==> config.mk <==
export PLATFORM = sky130hd
export DESIGN_NAME = sdram_burst_sched
export DESIGN_NICKNAME = d
export VERILOG_FILES = /design/src/rtl/sdram_burst_sched.sv
export SDC_FILE = /design/constraint.sdc
export NUM_CORES = 1
export LEC_CHECK = 0
export BUFFER_PORTS_ARGS = -buffer_cell sky130_fd_sc_hd__buf_2
export CORE_UTILIZATION = 30
export DETAILED_ROUTE_END_ITERATION = 7
export SLEW_MARGIN = 30
export SYNTH_ARGS = -nofsm -noshare
export SYNTH_HDL_FRONTEND = slang
export SYNTH_SLANG_ARGS = --single-unit
==> constraint.sdc <==
create_clock -name sclk -period 2.7 [get_ports sclk]
set_clock_uncertainty 0.05 [all_clocks]
set_input_delay 0.54 -clock sclk [delete_from_list [all_inputs] [get_ports sclk]]
set_output_delay 0.54 -clock sclk [all_outputs]
set_load 0.02 [all_outputs]
==> src/rtl/sdram_burst_sched.sv <==
// Burst scheduler between user FIFOs and the SDRAM controller.
// Round-robin write/read bursts with wrapping region addresses.
module sdram_burst_sched #(
  parameter int ADDR_W       = 22,
  parameter int LEVEL_W      = 11,
  parameter int FIFO_DEPTH   = 1024,
  parameter int BURST_LEN    = 256,
  parameter int BASE_ADDR    = 0,
  parameter int REGION_WORDS = 4096,
  parameter int RD_READY_LVL = 250
) (
  input  logic               sclk,
  input  logic               rst_n,
  input  logic               enable,
  input  logic [LEVEL_W-1:0] wfifo_level,
  input  logic [LEVEL_W-1:0] rfifo_level,
  output logic               wr_req,
  output logic [ADDR_W-1:0]  wr_addr,
  input  logic               wr_ack,
  input  logic               wr_done,
  output logic               rd_req,
  output logic [ADDR_W-1:0]  rd_addr,
  input  logic               rd_ack,
  input  logic               rd_done,
  output logic [ADDR_W:0]    fill_words,
  output logic               rfifo_rd_ready,
  output logic               wfifo_ovf
);

  localparam logic [ADDR_W:0] L_BURST =
    (ADDR_W+1)'(BURST_LEN);
  localparam logic [ADDR_W:0] L_WR_MAX =
    (ADDR_W+1)'(REGION_WORDS - BURST_LEN);
  localparam logic [ADDR_W-1:0] L_BASE =
    ADDR_W'(BASE_ADDR);
  localparam logic [ADDR_W-1:0] L_END =
    ADDR_W'(BASE_ADDR + REGION_WORDS);
  localparam logic [ADDR_W-1:0] L_STEP =
    ADDR_W'(BURST_LEN);
  localparam logic [LEVEL_W-1:0] L_LVL_BURST =
    LEVEL_W'(BURST_LEN);
  localparam logic [LEVEL_W-1:0] L_RD_ROOM =
    LEVEL_W'(FIFO_DEPTH - BURST_LEN);
  localparam logic [LEVEL_W-1:0] L_DEPTH =
    LEVEL_W'(FIFO_DEPTH);
  localparam logic [LEVEL_W-1:0] L_RDY =
    LEVEL_W'(RD_READY_LVL);

  typedef enum logic [2:0] {
    S_IDLE,
    S_WR_REQ,
    S_WR_BUSY,
    S_RD_REQ,
    S_RD_BUSY
  } state_t;

  state_t              r_state;
  state_t              w_next;
  logic                r_last_wr;
  logic                r_wr_req;
  logic                r_rd_req;
  logic [ADDR_W-1:0]   r_wr_addr;
  logic [ADDR_W-1:0]   r_rd_addr;
  logic [ADDR_W:0]     r_fill;
  logic                r_rdy;
  logic                r_ovf;
  logic                w_wr_ok;
  logic                w_rd_ok;
  logic                w_wr_fin;
  logic                w_rd_fin;
  logic [ADDR_W-1:0]   w_wr_inc;
  logic [ADDR_W-1:0]   w_rd_inc;

  // Next state, burst eligibility and completion strobes
  always_comb begin
    w_next   = r_state;
    w_wr_fin = 1'b0;
    w_rd_fin = 1'b0;
    w_wr_ok  = enable
            && (wfifo_level >= L_LVL_BURST)
            && (r_fill <= L_WR_MAX);
    w_rd_ok  = enable
            && (rfifo_level <= L_RD_ROOM)
            && (r_fill >= L_BURST);
    w_wr_inc = r_wr_addr + L_STEP;
    w_rd_inc = r_rd_addr + L_STEP;
    unique case (r_state)
      S_IDLE: begin
        if (w_wr_ok && (!w_rd_ok || !r_last_wr))
          w_next = S_WR_REQ;
        else if (w_rd_ok)
          w_next = S_RD_REQ;
      end
      S_WR_REQ: begin
        if (wr_ack) begin
          w_wr_fin = wr_done;
          w_next   = wr_done ? S_IDLE : S_WR_BUSY;
        end
      end
      S_WR_BUSY: begin
        if (wr_done) begin
          w_wr_fin = 1'b1;
          w_next   = S_IDLE;
        end
      end
      S_RD_REQ: begin
        if (rd_ack) begin
          w_rd_fin = rd_done;
          w_next   = rd_done ? S_IDLE : S_RD_BUSY;
        end
      end
      S_RD_BUSY: begin
        if (rd_done) begin
          w_rd_fin = 1'b1;
          w_next   = S_IDLE;
        end
      end
      default: w_next = S_IDLE;
    endcase
  end

  // State register and registered request outputs
  always_ff @(posedge sclk or negedge rst_n) begin
    if (!rst_n) begin
      r_state  <= S_IDLE;
      r_wr_req <= 1'b0;
      r_rd_req <= 1'b0;
    end else begin
      r_state  <= w_next;
      r_wr_req <= (w_next == S_WR_REQ);
      r_rd_req <= (w_next == S_RD_REQ);
    end
  end

  // Address advance, occupancy and last-direction on completion
  always_ff @(posedge sclk or negedge rst_n) begin
    if (!rst_n) begin
      r_wr_addr <= L_BASE;
      r_rd_addr <= L_BASE;
      r_fill    <= '0;
      r_last_wr <= 1'b0;
    end else if (w_wr_fin) begin
      r_wr_addr <= (w_wr_inc == L_END) ? L_BASE : w_wr_inc;
      r_fill    <= r_fill + L_BURST;
      r_last_wr <= 1'b1;
    end else if (w_rd_fin) begin
      r_rd_addr <= (w_rd_inc == L_END) ? L_BASE : w_rd_inc;
      r_fill    <= r_fill - L_BURST;
      r_last_wr <= 1'b0;
    end
  end

  // Sticky read-release and write-overflow flags
  always_ff @(posedge sclk or negedge rst_n) begin
    if (!rst_n) begin
      r_rdy <= 1'b0;
      r_ovf <= 1'b0;
    end else begin
      r_rdy <= r_rdy | (rfifo_level >= L_RDY);
      r_ovf <= r_ovf | (wfifo_level >= L_DEPTH);
    end
  end

  assign wr_req         = r_wr_req;
  assign rd_req         = r_rd_req;
  assign wr_addr        = r_wr_addr;
  assign rd_addr        = r_rd_addr;
  assign fill_words     = r_fill;
  assign rfifo_rd_ready = r_rdy;
  assign wfifo_ovf      = r_ovf;

endmodule

==> results by group <==
Clocking
  – Cts hold-fix bufs: 0
  – Setup bufs post-CTS: 0
  – CTS Buffer Depth: 2
  – CTS Sinks: 51
  – CTS resizes: 0
  – Worst-path clk slew: 0.10 ns
  – CTS Buf Count: 5
  – Clk_lat worst skew: 0.30 ns
  – Root Driver: clkbuf_8
  – CTS tree: done
  – H-tree depth: 2

STA
  – Slew margin rel.: 53.9%
  – Final period util: 81.4%
  – Final Critical Period: 2.20 ns
  – Slew Viols, Final: 0
  – Setup Viol. Count Final: 0
  – Fmax: 455 MHz
  – Setup TNS: 0 ns
  – Hold Fails Final Rpt: 0
  – Final worst slack: 0.502 ns
  – Tightest hold margin: 0.303 ns
  – Worst-Margin Slew: 0.691 ns
  – RSZ-0062 raised after global routing: no

Detailed routing
  – Drt first pass iters: 5
  – Via count: 2684
  – Final antenna-violating net count: 0
  – # DRC: 0
  – WL/cell: 13.1 um
  – Initial DRC Count: 86
  – DR vias/cell: 4.88
  – DRT Wirelength: 7220 um

Floorplan
  – Row count: 37
  – Die Span Y: 105 um
  – Initial core utilization: 31.0%
  – Die span in x: 105 um
  – I/O Pins: 100
  – Full die area: 0.0111 mm2
  – Core area: 0.0104 mm2

Run status
  – Run status: completed

GRT
  – First-pass GRT wire length: 12100 um
  – Gr usage total: 13.5%
  – Initial antenna violation count: 0
  – Grt ovf: 0
  – Vias in the first global route: 2464
  – Largest net degree at the start of global routing: 52

Critical path
  – CP Capture Type: flip-flop
  – Worst EP required: 2.83 ns
  – Worst-path fanout max: 9
  – CP Class: reg2reg
  – WP data arrival: 2.33 ns
  – Crit path launch type: flip-flop

Cells and area
  – Post-route cell area: 0.00368 mm2
  – Layout Nets: 449
  – Cell Count, Final, Fillers Out: 550
  – Share of layout cells above drive strength 1: 23.2%
  – Area Growth Syn to Fin: 14.7%
  – Diodes inserted: 0

Worst hold path
  – Hold Crit Class: in2async

Logic synthesis
  – Synth unique cells: 60
  – Yosys warns: 0
  – Syn avg cell area: 9.26 um2
  – Mapped Cells: 347
  – Number of flops mapped to enable cells by yosys: 0
  – Sequential share of the synthesized area: 39.7%
  – Fraction of registers with async set or reset after synthesis: 100%
  – Mapped cell area: 0.00321 mm2
  – Yosys reg bits: 51
  – Post-synth top flop: dfrtp_1

Placement
  – Detail Placement HPWL: 5340 um
  – Dpl cell area: 0.00360 mm2
  – Dpl ws: 0.514 ns
  – Cell count after placement: 542
  – Number of port buffers: 67
  – RePlAce Congestion: 0.769

Power
  – Max IR drop VDD: 0.269 mV
  – PD cells: 749 mW/mm2
  – Pleak: 0.00173 uW

Job
  – Max Cap Viol: 0
==> layer usage <==
metal	vias to the layer above	routed length, um	global-route usage (%)
li1	1324	-	-
met1	1299	3360	17.1
met2	57	3500	22.7
met3	4	317	3.59
met4	0	51	3.37
met5	-	0	0
==> logic make-up (layout without fill, tap and decap cells) <==
family | Yosys count | in the layout | synth area share, %
and+or+nand+nor | 145 | 145 | 24.7
AOI/OAI and AO/OA | 55 | 55 | 12.4
DFF | 51 | 51 | 39.7
buffers and inverters | 46 | 90 | 8.80
xor gates and xnor gates | 40 | 40 | 10.9
adders and majority gates | 7 | 7 | 2.73
muxes | 2 | 2 | 0.623
other | 1 | 24 | 0.117
==> placed cells by master, fill, tap and decap left out, drive strengths merged, types with 3 or more instances in the layout <==
| cell type | instances |
|---|---|
| o22ai | 3 |
| nor2 | 22 |
| xnor2 | 26 |
| nand2 | 35 |
| nand3b | 4 |
| nor4 | 12 |
| xor2 | 14 |
| nand4 | 14 |
| or2 | 3 |
| buf | 73 |
| a21oi | 6 |
| or4 | 3 |
| o21ai | 16 |
| and2 | 3 |
| a31oi | 3 |
| or3 | 4 |
| clkinv | 3 |
| clkbuf | 5 |
| inv | 9 |
| conb | 24 |
| o31ai | 4 |
| o32ai | 3 |
| ha | 7 |
| nand2b | 3 |
| nor3 | 12 |
| dfrtp | 51 |
| nand3 | 17 |
==> cells in the mapped netlist, drive strengths merged, types with 3 or more instances <==
cell    count  area share (%)
dfrtp      51              40
nand2      35             4.2
buf        34             7.4
xnor2      26             7.1
nor2       22             2.6
nand3      17             2.6
o21ai      16             2.7
nand4      14             2.9
xor2       14             3.8
nor3       12             1.9
nor4       12             2.8
inv         9             1.1
ha          7             2.7
a21oi       6            0.93
nand3b      4            0.93
o31ai       4            0.93
or3         4            0.93
a31oi       3            0.58
and2        3            0.66
clkbuf      3            0.39
nand2b      3            0.58
o22ai       3            0.58
o32ai       3            0.82
or2         3            0.58
or4         3            0.82
==> cell type report <==
class                      instances  area (um2)
sequential                        51        1280
timing repair buffer              73         380
multi-input combinational        273        1740
clock inverter                     3        15.0
clock buffer                       5        68.8
inverter                           9        33.8
tap                              136         170
fill                            1087        6690
==> path summary, 6_finish.rpt <==
kind | depth (start not counted) | end | from | slack, ns
max | 7 | wr_addr[8] | wr_addr[8] | 0.50
min | 2 | wr_req | rst_n | 0.30
max reg2reg | 7 | wr_addr[8] | wr_addr[8] | 0.50
min reg2reg | 1 | wfifo_ovf | wfifo_ovf | 0.42
max in group asynchronous | 2 | wr_addr[12] | rst_n | 1.82
min in group sclk | 2 | r_state[2] | rd_done | 0.37
==> flip-flops by register name (all words and copies together) (netlist names) <==
name and flops:
wfifo_ovf 1, r_state 3, rd_addr 14, wr_addr 14, fill_words 15, r_last_wr 1
rfifo_rd_ready 1, wr_req 1, rd_req 1
==> report_power, final <==
| group | internal [uW] | leakage [uW] | total (uW) | switching (uW) |
|---|---|---|---|---|
| logic | 445 | 0.00103 | 1080 | 634 |
| registers | 923 | 0.000654 | 1240 | 322 |
| clock network | 178 | 0.0000477 | 435 | 257 |
| total | 1550 | 0.00173 | 2760 | 1210 |
==> worst max-delay path, cell delays in order (launching register included) <==
cell	delay (ns)
dfrtp_1	0.50
ha_1	0.31
and3_1	0.29
nand3_1	0.09
o21ai_0	0.18
o2111ai_1	0.18
nor3_1	0.33
o21ai_0	0.14
==> metrics by stage <==
step / power, uW / utilization, %
after floorplan: 2030 / -
after global placement: 2310 / 34.7
after detailed placement: 2340 / 34.7
after CTS: 2790 / 35.5
after global routing: 2970 / 35.5
final: 2760 / 35.5
No activity file was read; power rests on OpenSTA's default activity.
